### src/rtl/mem_access_stage.sv
// Memory-access pipeline stage: drives the data-memory handshake, stalls upstream
// while an access is outstanding, and loads the MEM/WB register on the falling edge.
module mem_access_stage #(
    parameter int unsigned TIMEOUT = 255
) (
    input  logic        clk_i,
    input  logic        rst_i,
    input  logic [31:0] ALUout_i,
    input  logic [31:0] ID_EX_B_i,
    input  logic [4:0]  EX_MUX_i,
    input  logic        MemRd_i,
    input  logic        MemWr_i,
    input  logic        MemtoReg_i,
    input  logic        RegWr_i,
    output logic        dmem_req_o,
    output logic        dmem_we_o,
    output logic [31:0] dmem_addr_o,
    output logic [31:0] dmem_wdata_o,
    input  logic        dmem_ack_i,
    input  logic [31:0] dmem_rdata_i,
    output logic        stall_o,
    output logic [31:0] wb_data_o,
    output logic [4:0]  wb_rd_o,
    output logic        wb_RegWr_o,
    output logic        misalign_o,
    output logic        bus_err_o
);

    typedef enum logic {IDLE, BUSY} state_t;

    localparam logic [7:0] LP_TMO_LAST = 8'(TIMEOUT - 1);

    state_t      r_state;
    state_t      w_state_nx;
    logic [7:0]  r_cnt;
    logic        r_memtoreg;
    logic [4:0]  r_rd;
    logic        r_regwr;

    logic        w_mem_op;
    logic        w_aligned;
    logic        w_timeout;
    logic        w_stall;
    logic        w_issue;
    logic        w_misalign;
    logic        w_done;
    logic        w_abort;

    assign w_mem_op  = MemRd_i | MemWr_i;
    assign w_aligned = (ALUout_i[1:0] == 2'b00);
    assign w_timeout = (r_cnt == LP_TMO_LAST);
    assign stall_o   = rst_i & w_stall;

    always_ff @(negedge clk_i) begin
        if (!rst_i) r_state <= IDLE;
        else        r_state <= w_state_nx;
    end

    always_comb begin
        w_state_nx = r_state;
        w_stall    = 1'b0;
        w_issue    = 1'b0;
        w_misalign = 1'b0;
        w_done     = 1'b0;
        w_abort    = 1'b0;
        case (r_state)
            IDLE: begin
                if (w_mem_op) begin
                    if (w_aligned) begin
                        w_stall    = 1'b1;
                        w_issue    = 1'b1;
                        w_state_nx = BUSY;
                    end else begin
                        w_misalign = 1'b1;
                    end
                end
            end
            BUSY: begin
                // ack beats a coinciding timeout
                if (dmem_ack_i) begin
                    w_done     = 1'b1;
                    w_state_nx = IDLE;
                end else if (w_timeout) begin
                    w_abort    = 1'b1;
                    w_state_nx = IDLE;
                end else begin
                    w_stall    = 1'b1;
                end
            end
            default: w_state_nx = IDLE;
        endcase
    end

    always_ff @(negedge clk_i) begin
        if (!rst_i) begin
            r_cnt        <= 8'd0;
            r_memtoreg   <= 1'b0;
            r_rd         <= 5'd0;
            r_regwr      <= 1'b0;
            dmem_req_o   <= 1'b0;
            dmem_we_o    <= 1'b0;
            dmem_addr_o  <= 32'd0;
            dmem_wdata_o <= 32'd0;
            wb_data_o    <= 32'd0;
            wb_rd_o      <= 5'd0;
            wb_RegWr_o   <= 1'b0;
            misalign_o   <= 1'b0;
            bus_err_o    <= 1'b0;
        end else begin
            misalign_o <= w_misalign;
            bus_err_o  <= w_abort;
            if (w_issue) begin
                // a write suppresses read-data return even if MemRd is also set
                dmem_addr_o  <= ALUout_i;
                dmem_wdata_o <= ID_EX_B_i;
                dmem_we_o    <= MemWr_i;
                r_memtoreg   <= MemtoReg_i & ~MemWr_i;
                r_rd         <= EX_MUX_i;
                r_regwr      <= RegWr_i;
                dmem_req_o   <= 1'b1;
                r_cnt        <= 8'd0;
                wb_RegWr_o   <= 1'b0;
            end else if (r_state == IDLE) begin
                if (w_misalign) begin
                    wb_RegWr_o <= 1'b0;
                end else begin
                    wb_data_o  <= ALUout_i;
                    wb_rd_o    <= EX_MUX_i;
                    wb_RegWr_o <= RegWr_i;
                end
            end else if (w_done) begin
                dmem_req_o <= 1'b0;
                wb_data_o  <= r_memtoreg ? dmem_rdata_i : dmem_addr_o;
                wb_rd_o    <= r_rd;
                wb_RegWr_o <= r_regwr;
            end else if (w_abort) begin
                dmem_req_o <= 1'b0;
                wb_RegWr_o <= 1'b0;
            end else begin
                r_cnt      <= r_cnt + 8'd1;
                wb_RegWr_o <= 1'b0;
            end
        end
    end

endmodule

### config.mk
export PLATFORM = sky130hd
export DESIGN_NAME = mem_access_stage
export DESIGN_NICKNAME = d
export VERILOG_FILES = /design/src/rtl/mem_access_stage.sv
export SDC_FILE = /design/constraint.sdc
export NUM_CORES = 1
export LEC_CHECK = 0
export ABC_AREA = 1
export CAP_MARGIN = 20
export CORE_MARGIN = 2
export CORE_UTILIZATION = 40
export CTS_CLUSTER_SIZE = 12
export DETAILED_ROUTE_END_ITERATION = 16
export GPL_TIMING_DRIVEN = 0
export MAX_ROUTING_LAYER = met4
export PLACE_DENSITY = 0.73
export SLEW_MARGIN = 20
export SYNTH_ARGS = -nofsm -noshare
export SYNTH_HDL_FRONTEND = slang
export SYNTH_SLANG_ARGS = --single-unit
### constraint.sdc
create_clock -name clk_i -period 1.66 [get_ports clk_i]
set_clock_uncertainty 0.15 [all_clocks]
set_input_delay 0.249 -clock clk_i [delete_from_list [all_inputs] [get_ports clk_i]]
set_output_delay 0.249 -clock clk_i [all_outputs]
set_load 0.01 [all_outputs]
==> flow_metrics.py, run 1 <==
metrics = {
    "floorplan": {
        "core_area_sq_mm": 0.0121,
        "die_w_um": 116,
        "dieArea_sq_mm": 0.0135,
        "start_util": 0.414,
        "dieHeight_um": 116,
        "boundaryPins": 215,
        "rows": 40,
    },
    "detailed_routing": {
        "drtAntennaViolNets": 0,
        "drt_pass1_iterations": 6,
        "drt-total-wl_um": 25500,
        "wl_per_cell_um": 19.4,
        "drt_iter0_markers": 703,
        "vias": 7235,
        "drc": 0,
        "via_per_inst": 5.50,
    },
    "sta": {
        "fin_ws_ns": -1.05,
        "worstMarginPinSlew_ns": 0.808,
        "max-slew-margin-rel": 0.461,
        "grt_setup_unrepaired": "true",
        "setup_viol": 224,
        "drv_slew": 0,
        "hold_violations": 0,
    },
    "power_and_ir_drop": {
        "ir_drop_uv": 677,
        "power_switching_mw": 3.31,
        "pwr-share-clk": 0.481,
        "p_int_mw": 6.76,
        "comb_power_share": 0.193,
        "p_per_area_mw_per_mm2": 947,
        "power.total_mw": 10.1,
        "p_leak_nw": 5.14,
        "swShare": 0.329,
        "seqPwrFrac": 0.327,
    },
    "global_route": {
        "antenna_found_initial": 0,
        "grt_max_degree": 17,
        "grt_usage": 0.316,
        "grt_pass1_wl_um": 31900,
        "grt_pass1_vias": 6940,
        "grt.overflow.total": 0,
    },
    "placed_design": {
        "dp_hpwl_um": 12800,
        "gp_congestion": 0.881,
        "dpl-instance-area_sq_mm": 0.00761,
        "io_buffers": 213,
    },
    "setup_path": {
        "cp-startpoint": "r_cnt[1]$_SDFFE_NP0P_",
        "critPathCaptureType": "primary output",
        "cpPeakStageDelay_ns": 0.39,
        "timing.rr.start": "r_state$_SDFF_NN0_",
        "cp.arrival_ns": 2.31,
        "cp_slowest_cell": "dfxtp_2",
        "cp_max_fo": 5,
        "path_cells": "ha_4 > nand3_2 > inv_2 > nand2_4 > nand2_8 > a21oi_4 > buf_6",
        "critPathRequiredTime_ns": 1.26,
        "crit_type": "reg2out",
        "critPathLaunchType": "flop",
    },
    "yosys": {
        "ys_warn_count": 0,
        "yosysSeqAreaShare": 0.487,
        "syn-cell-area_sq_mm": 0.00502,
        "syn_area_per_cell_sq_um": 7.30,
        "syn-num-nets": 797,
        "synth_cell_types": 28,
        "synth_cells": 687,
        "yosys_register_bits": 122,
    },
    "layout": {
        "area_growth_pct": 112,
        "fin_nets": 1246,
        "fillers": 569,
        "design_area_sq_mm": 0.0106,
        "layout-drive-gt1-share": 0.449,
        "n_antenna_cell": 0,
        "layout_commonest_cell": "inv_1",
        "layout_common_cells": "inv_1 (141), buf_6 (129), nand2_1 (124)",
    },
    "outcome": {
        "violations": "setup timing",
        "status": "complete, but fails checks",
    },
    "flow_run": {
        "drv_cap": 0,
    },
    "cts": {
        "cts_buffers": 17,
        "h-tree-depth": 4,
        "root_buffer": "clkbuf_16",
        "clk_latency_ns": 0.49,
        "clkTransAtPathRegs_ns": 0.05,
        "cts_tree": "built",
        "cts.sinks": 122,
        "clk_path_buf_depth": 2,
    },
    "min_path": {
        "min-delay-start": "r_regwr$_SDFFE_NN0P_",
        "hp-class": "reg2reg",
    },
}
==> synthesized netlist by cell type <==
cell	instances	area, sq um
xnor2_1	2	17.5
buf_4	3	22.5
dfxtp_1	122	2440
o22ai_1	1	6.26
a21oi_1	106	531
o31ai_1	5	37.5
nor2_4	3	33.8
nand2_4	1	11.3
buf_1	2	7.51
xor2_1	1	8.76
nand2_2	2	12.5
nand4_1	2	12.5
nand2_1	163	612
nand3b_1	1	7.51
buf_2	20	100
o21ai_1	21	105
nor3_1	1	5.00
clkbuf_1	20	75.1
o211a_1	1	10.0
ha_1	2	25.0
nor2_2	2	12.5
inv_2	5	18.8
nand3_1	39	195
o21ai_0	55	275
clkinv_1	1	3.75
inv_1	16	60.1
buf_6	4	45.0
nor2_1	86	323
==> final cells by class <==
cell class                 instances  area, sq um  area share
timing repair buffer             311         3380       0.318
inverter                          21          109      0.0102
buffer                            47          473      0.0445
clock inverter                   135          566      0.0532
multi-input combinational        494         2890       0.272
sequential                       122         2580       0.243
clock buffer                      17          425      0.0400
tap                              168          210      0.0198
==> critical path, delay by kind of cell, from the launching register on <==
kind                     cells  cell delay [ns]
AO/OA/AOI/OAI                1             0.05
adder cells (fa/ha/maj)      1             0.15
buffers and inverters        2             0.22
flip-flops                   1             0.39
AND/OR/NAND/NOR              3             0.22
==> layer usage <==
layer / global-route usage / wire (um) / vias up
li1: - / - / 3164
met2: 0.529 / 13000 / 527
met4: 0.187 / 1050 / 0
met5: - / 0 / -
met1: 0.310 / 8980 / 3436
met3: 0.123 / 2530 / 108
==> repair_timing <==
| action | in CTS | in global routing |
|---|---|---|
| hold buffers | 0 | 0 |
| cloned | 8 | 8 |
| endpoints found under the setup margin | 229 | 228 |
| pin swaps | 7 | 63 |
| gates resized for setup | 694 | 186 |
| buffers inserted | 56 | 28 |
==> final timing paths <==
| check | to | slack [ns] | cells past startpoint |
|---|---|---|---|
| worst max register to register | wb_data_o[18]$_SDFFE_NN0P_ | -0.32 | 11 |
| worst min register to register | r_regwr$_SDFFE_NN0P_ | 0.30 | 2 |
| worst max-delay path | stall_o | -1.05 | 7 |
| worst min-delay path | r_regwr$_SDFFE_NN0P_ | 0.30 | 2 |
==> kinds of logic after synthesis <==
kind of cell	after synthesis	share of synthesized area
buffers and inverters	71	0.0664
and+or+nand+nor	300	0.244
adders and majority gates	2	0.00499
DFF	122	0.487
xor gates and xnor gates	3	0.00524
AOI/OAI and AO/OA	189	0.192
==> power by group through the flow <==
stage,sequential (mW),combinational (mW),clock (mW)
after global placement,3.25,1.26,0.448
after detailed placement,3.26,1.28,0.448
final,3.29,1.94,4.84
after floorplan,3.32,0.473,0.448
after global routing,3.29,2.02,5.21
after CTS,3.28,1.56,4.67
==> state kept, by name, summed over array words and instances (netlist names) <==
| signal | flops |
|---|---|
| bus_err_o | 1 |
| dmem_addr_o | 32 |
| dmem_req_o | 1 |
| dmem_wdata_o | 32 |
| dmem_we_o | 1 |
| misalign_o | 1 |
| r_cnt | 8 |
| r_memtoreg | 1 |
| r_rd | 5 |
| r_regwr | 1 |
| r_state | 1 |
| wb_RegWr_o | 1 |
| wb_data_o | 32 |
| wb_rd_o | 5 |
==> per-stage QoR <==
| stage | hold slack (ns) | setup TNS, ns | worst slack, ns | cells | utilization |
|---|---|---|---|---|---|
| floorplan | 0.268 | -35.87 | -0.534 | 687 | - |
| global placement | 0.282 | -171.09 | -1.18 | 1068 | 0.629 |
| detailed placement | 0.282 | -175.71 | -1.23 | 1068 | 0.629 |
| CTS | 0.293 | -79.89 | -1.05 | 1282 | 0.790 |
| global route | 0.333 | -93.74 | -1.10 | 1315 | 0.878 |
| finish | 0.303 | -88.81 | -1.05 | 1315 | 0.878 |
Note: power is estimated with default switching activity, not from simulation.
==> inputs of run 2 (changes only) <==
--- a/config.mk
+++ b/config.mk
@@ -7,13 +7,16 @@
 export LEC_CHECK = 0
 export ABC_AREA = 1
 export CAP_MARGIN = 20
+export CELL_PAD_IN_SITES_DETAIL_PLACEMENT = 0
+export CELL_PAD_IN_SITES_GLOBAL_PLACEMENT = 2
 export CORE_MARGIN = 2
-export CORE_UTILIZATION = 40
+export CORE_UTILIZATION = 23
+export CTS_BUF_LIST = sky130_fd_sc_hd__clkbuf_8
 export CTS_CLUSTER_SIZE = 12
 export DETAILED_ROUTE_END_ITERATION = 16
 export GPL_TIMING_DRIVEN = 0
 export MAX_ROUTING_LAYER = met4
-export PLACE_DENSITY = 0.73
+export PLACE_DENSITY = 0.79
 export SLEW_MARGIN = 20
 export SYNTH_ARGS = -nofsm -noshare
 export SYNTH_HDL_FRONTEND = slang
==> run 2 against run 1 <==
Net effect:
- critical path depth fell by 1
- combinational power decreased by 9%
- clock power fell by 18%
- power decreased by 10%
- highest routed layer unchanged
- clock-buffer cell count unchanged
- cell count is 7.0% higher
- sequential power about the same
- setup slack lost 0.035 ns
- utilization down 40 points
- the flow still finishes with violations (setup timing)
- die area up 71%
- non-clock buffer count decreased by 22
- critical endpoint unchanged
- largest cell class unchanged
- global-route usage is 13 points lower
==> flow_metrics.py, run 2 (synthesis results as in run 1) <==
metrics = {
    "cts": {
        "clk_latency_ns": 0.47,
        "cts.sinks": 122,
        "cts_buffers": 17,
        "clk_path_buf_depth": 2,
        "cts_tree": "built",
        "cts_hold_buf": 0,
        "clkTransAtPathRegs_ns": 0.03,
        "h-tree-depth": 4,
        "root_buffer": "clkbuf_8",
    },
    "placed_design": {
        "gp_congestion": 0.781,
        "io_buffers": 213,
        "dpl-instance-area_sq_mm": 0.00775,
        "dp_hpwl_um": 13900,
        "post-place-ws_ns": -1.28,
        "place_inst": 1180,
    },
    "sta": {
        "grt_setup_unrepaired": "true",
        "drv_slew": 0,
        "worstMarginPinSlew_ns": 0.718,
        "max-slew-margin-rel": 0.522,
        "setup_viol": 225,
        "hold_violations": 0,
        "fin_ws_ns": -1.09,
    },
    "floorplan": {
        "core_area_sq_mm": 0.0216,
        "dieArea_sq_mm": 0.0230,
        "boundaryPins": 215,
        "start_util": 0.232,
        "dieHeight_um": 152,
        "rows": 54,
        "die_w_um": 152,
    },
    "setup_path": {
        "cp.arrival_ns": 2.35,
        "critPathRequiredTime_ns": 1.26,
        "cp_slowest_cell": "dfxtp_1",
        "path_cells": "nand2_1 > nor2_2 > nand2_4 > nand2_8 > a21oi_4 > buf_6",
        "cp_max_fo": 5,
        "critPathCaptureType": "primary output",
        "crit_type": "reg2out",
        "cpPeakStageDelay_ns": 0.41,
        "cp_num_buf_inv": 1,
        "critPathTopFamily": "simple AND/OR/NAND/NOR gates",
        "critPathLaunchType": "flop",
    },
    "layout": {
        "layout_commonest_cell": "inv_1",
        "n_antenna_cell": 0,
        "area_growth_pct": 107,
        "fin_cells": 1407,
        "ff_latch_area_sq_mm": 0.00259,
        "fin_nets": 1224,
        "layout_common_cells": "inv_1 (136), buf_6 (124), nand2_1 (107)",
        "design_area_sq_mm": 0.0104,
        "reg_top3": "dmem_addr_o (32), dmem_wdata_o (32), wb_data_o (32)",
        "multi_input_area_sq_mm": 0.00278,
        "postLayoutCoreUtil": 0.479,
        "fillers": 2165,
        "layout-drive-gt1-share": 0.434,
    },
    "power_and_ir_drop": {
        "p_per_area_mw_per_mm2": 870,
        "ir_drop_uv": 638,
        "p_leak_nw": 4.91,
    },
    "global_route": {
        "antenna_found_initial": 0,
        "grt_pass1_vias": 6336,
        "grt_pass1_wl_um": 31500,
        "grt_usage": 0.184,
        "grt_max_degree": 17,
        "grt.overflow.total": 0,
    },
    "min_path": {
        "hp-class": "reg2reg",
    },
    "detailed_routing": {
        "wl_per_cell_um": 15.8,
        "drtAntennaViolNets": 0,
        "drc": 0,
        "via_per_inst": 4.50,
        "vias": 6335,
        "drt_iter0_markers": 188,
        "drt-total-wl_um": 22200,
        "drt_pass1_iterations": 4,
    },
    "outcome": {
        "violations": "setup timing",
        "status": "complete, but fails checks",
    },
    "flow_run": {
        "drv_cap": 0,
    },
}
run 2: cell types whose count changed in the layout (fill, tap and decap cells not counted), sizes merged:
cell and change:
bufinv +1, clkdlybuf4s50 +1, inv +2, buf -26
clkbuf +7, clkinv +2, dlymetal6s2s -1, clkinvlp -3
bufbuf -3
run 2: report_power, final:
part           internal (mW)  total, mW  leakage [nW]  switching (mW)
Clock                   1.87       3.97         0.860            2.10
Sequential              3.15       3.27          1.04           0.126
Combinational           1.01       1.77          3.01           0.762
run 2: metrics by stage:
| step | setup TNS [ns] | power [mW] | hold WS [ns] |
|---|---|---|---|
| CTS | -90.48 | 8.92 | 0.292 |
| finish | -76.65 | 9.02 | 0.295 |
| global route | -83.90 | 9.64 | 0.304 |
| global placement | -180.61 | 5.02 | 0.280 |
| detailed placement | -182.81 | 5.02 | 0.284 |
| floorplan | -35.87 | 4.24 | 0.268 |
run 2: path summary, 6_finish.rpt:
kind	slack (ns)	from	cells past startpoint	endpoint
worst min register to register	0.30	r_regwr$_SDFFE_NN0P_	2	r_regwr$_SDFFE_NN0P_
worst min-delay path	0.30	r_regwr$_SDFFE_NN0P_	2	r_regwr$_SDFFE_NN0P_
worst max-delay path	-1.09	r_cnt[3]$_SDFFE_NP0P_	6	stall_o
worst max register to register	-0.24	r_state$_SDFF_NN0_	10	wb_data_o[15]$_SDFFE_NN0P_
run 2: worst min-delay path, cell delays in order, from the launching register on:
cell	delay, ns
dfxtp_1	0.30
nand2_2	0.06
nand2_1	0.03
run 2: area by class of cell:
type                       count  share of cell area
buffer                        46              0.0465
sequential                   122               0.250
tap                          280              0.0338
clock buffer                  17              0.0226
inverter                      21              0.0100
multi-input combinational    494               0.268
timing repair buffer         290               0.309
clock inverter               137              0.0604
run 2: timing repair:
action                                  CTS  global route
pin swaps                                 9            48
endpoints found under the setup margin  229           226
gates resized for setup                 717           166
gates cloned                              1            13
setup buffers                            54            13
run 2: layer usage:
metal | global-route usage | routed length [um]
met1 | 0.211 | 9540
met2 | 0.263 | 10200
met3 | 0.0982 | 2180
met4 | 0.0856 | 222
met5 | - | 0
==> inputs of run 3 (changes only) <==
--- a/config.mk
+++ b/config.mk
@@ -17,6 +17,7 @@
 export GPL_TIMING_DRIVEN = 0
 export MAX_ROUTING_LAYER = met4
 export PLACE_DENSITY = 0.79
+export RECOVER_POWER = 25
 export SLEW_MARGIN = 20
 export SYNTH_ARGS = -nofsm -noshare
 export SYNTH_HDL_FRONTEND = slang
==> run 3 against run 2 <==
Net effect:
- the flow still finishes with violations (setup timing)
- register-to-register slack about the same
- setup slack about the same
- sequential share of layout area hardly changed
- utilization about the same
- largest power group unchanged
==> flow_metrics.py, run 3 (synthesis results as in run 1) <==
metrics = {
    "cts": {
        "clk_path_buf_depth": 2,
        "cts_buffers": 17,
        "cts_tree": "built",
        "root_buffer": "clkbuf_8",
        "clk_latency_ns": 0.47,
        "clkTransAtPathRegs_ns": 0.03,
        "h-tree-depth": 4,
        "cts.sinks": 122,
    },
    "detailed_routing": {
        "drt_pass1_iterations": 4,
        "via_per_inst": 4.50,
        "vias": 6334,
        "drc": 0,
        "drt_iter0_markers": 182,
        "drt-total-wl_um": 22200,
        "wl_per_cell_um": 15.8,
        "drtAntennaViolNets": 0,
    },
    "floorplan": {
        "dieHeight_um": 152,
        "rows": 54,
        "boundaryPins": 215,
        "dieArea_sq_mm": 0.0230,
        "die_w_um": 152,
        "core_area_sq_mm": 0.0216,
        "start_util": 0.232,
    },
    "placed_design": {
        "gp_congestion": 0.781,
        "dp_hpwl_um": 13900,
        "io_buffers": 213,
    },
    "sta": {
        "tns_ns": -83.12,
        "hold_violations": 0,
        "max-slew-margin-rel": 0.522,
        "drv_slew": 0,
        "grt_setup_unrepaired": "true",
        "setup_viol": 227,
        "fin_ws_ns": -1.09,
        "worstMarginPinSlew_ns": 0.718,
        "hold_slack_ns": 0.295,
    },
    "setup_path": {
        "cp.arrival_ns": 2.35,
        "critPathCaptureType": "primary output",
        "cp_max_fo": 5,
        "critPathRequiredTime_ns": 1.26,
        "crit_type": "reg2out",
        "critPathLaunchType": "flop",
        "reg2reg_slack_ns": -0.24,
    },
    "layout": {
        "ff_latch_area_sq_mm": 0.00259,
        "fin_nets": 1224,
        "layout-drive-gt1-share": 0.433,
        "multi_input_area_sq_mm": 0.00277,
        "layout_commonest_cell": "inv_1",
        "fillers": 2167,
        "area_growth_pct": 106,
        "reg_top3": "dmem_addr_o (32), dmem_wdata_o (32), wb_data_o (32)",
        "layout_common_cells": "inv_1 (136), buf_6 (124), nand2_1 (107)",
        "n_antenna_cell": 0,
    },
    "outcome": {
        "status": "complete, but fails checks",
        "violations": "setup timing",
    },
    "power_and_ir_drop": {
        "ir_drop_uv": 638,
        "comb_power_share": 0.196,
        "p_leak_nw": 4.91,
        "pwr-share-clk": 0.441,
        "p_per_area_mw_per_mm2": 871,
        "seqPwrFrac": 0.363,
        "power_switching_mw": 2.99,
        "p_int_mw": 6.02,
        "swShare": 0.332,
    },
    "global_route": {
        "grt_max_degree": 17,
        "grt_pass1_vias": 6336,
        "grt_pass1_wl_um": 31500,
        "grt.overflow.total": 0,
        "antenna_found_initial": 0,
        "grt_usage": 0.184,
    },
    "min_path": {
        "hp-class": "reg2reg",
    },
    "flow_run": {
        "drv_cap": 0,
    },
}
==> run 3: changes by cell type in the layout (fill, tap and decap cells not counted) <==
cell | previous run | this run
nor2_4 | 6 | 5
nor2_1 | 81 | 82
==> run 3: repair_timing <==
action | 4_1_cts | 5_1_grt
setup buffers | 54 | 13
setup endpoints to repair | 229 | 226
gates cloned | 1 | 13
pin swaps | 9 | 48
gates resized for setup | 717 | 166
hold buffers | 0 | 0
==> run 3: worst paths after layout <==
check / from / end / cells after the start
worst max register to register: r_state$_SDFF_NN0_ / wb_data_o[15]$_SDFFE_NN0P_ / 10
worst min register to register: r_regwr$_SDFFE_NN0P_ / r_regwr$_SDFFE_NN0P_ / 2
worst max-delay path: r_cnt[3]$_SDFFE_NP0P_ / stall_o / 6
worst min-delay path: r_regwr$_SDFFE_NN0P_ / r_regwr$_SDFFE_NN0P_ / 2
==> run 3: cell type report <==
| cell class | count | area share |
|---|---|---|
| sequential | 122 | 0.250 |
| clock inverter | 137 | 0.0604 |
| multi-input combinational | 494 | 0.267 |
| inverter | 21 | 0.0100 |
| clock buffer | 17 | 0.0226 |
| timing repair buffer | 290 | 0.309 |
| tap | 280 | 0.0338 |
| buffer | 46 | 0.0465 |
==> run 3: critical path, stage by stage, from the launching register on <==
cell,delay [ns]
dfxtp_1,0.41
nand2_1,0.10
nor2_2,0.21
nand2_4,0.10
nand2_8,0.08
a21oi_4,0.05
buf_6,0.13
==> run 3: per-stage QoR <==
step | setup WS [ns] | power, mW | utilization | cell area (sq um) | std cells
5_1_grt | -1.19 | 9.64 | 0.479 | 10400 | 1407
4_1_cts | -1.11 | 8.92 | 0.437 | 9440 | 1388
3_3_place_gp | -1.25 | 5.02 | 0.359 | 7750 | 1180
2_1_floorplan | -0.534 | 4.24 | - | 5270 | 687
6_report | -1.09 | 9.01 | 0.479 | 10400 | 1407
3_5_place_dp | -1.28 | 5.02 | 0.359 | 7750 | 1180
==> run 3: power groups by stage <==
stage / clock network [mW] / logic [mW] / registers, mW
final: 3.97 / 1.77 / 3.27
after global routing: 4.46 / 1.89 / 3.28
after CTS: 4.14 / 1.51 / 3.27
after detailed placement: 0.448 / 1.32 / 3.25
after global placement: 0.448 / 1.32 / 3.25
after floorplan: 0.448 / 0.473 / 3.32
==> run 3: routing by layer <==
metal | vias to the layer above | track usage | wire length, um
li1 | 3134 | - | -
met4 | 0 | 0.0856 | 222
met5 | - | - | 0
met1 | 2929 | 0.211 | 9540
met2 | 253 | 0.263 | 10200
met3 | 18 | 0.0982 | 2180
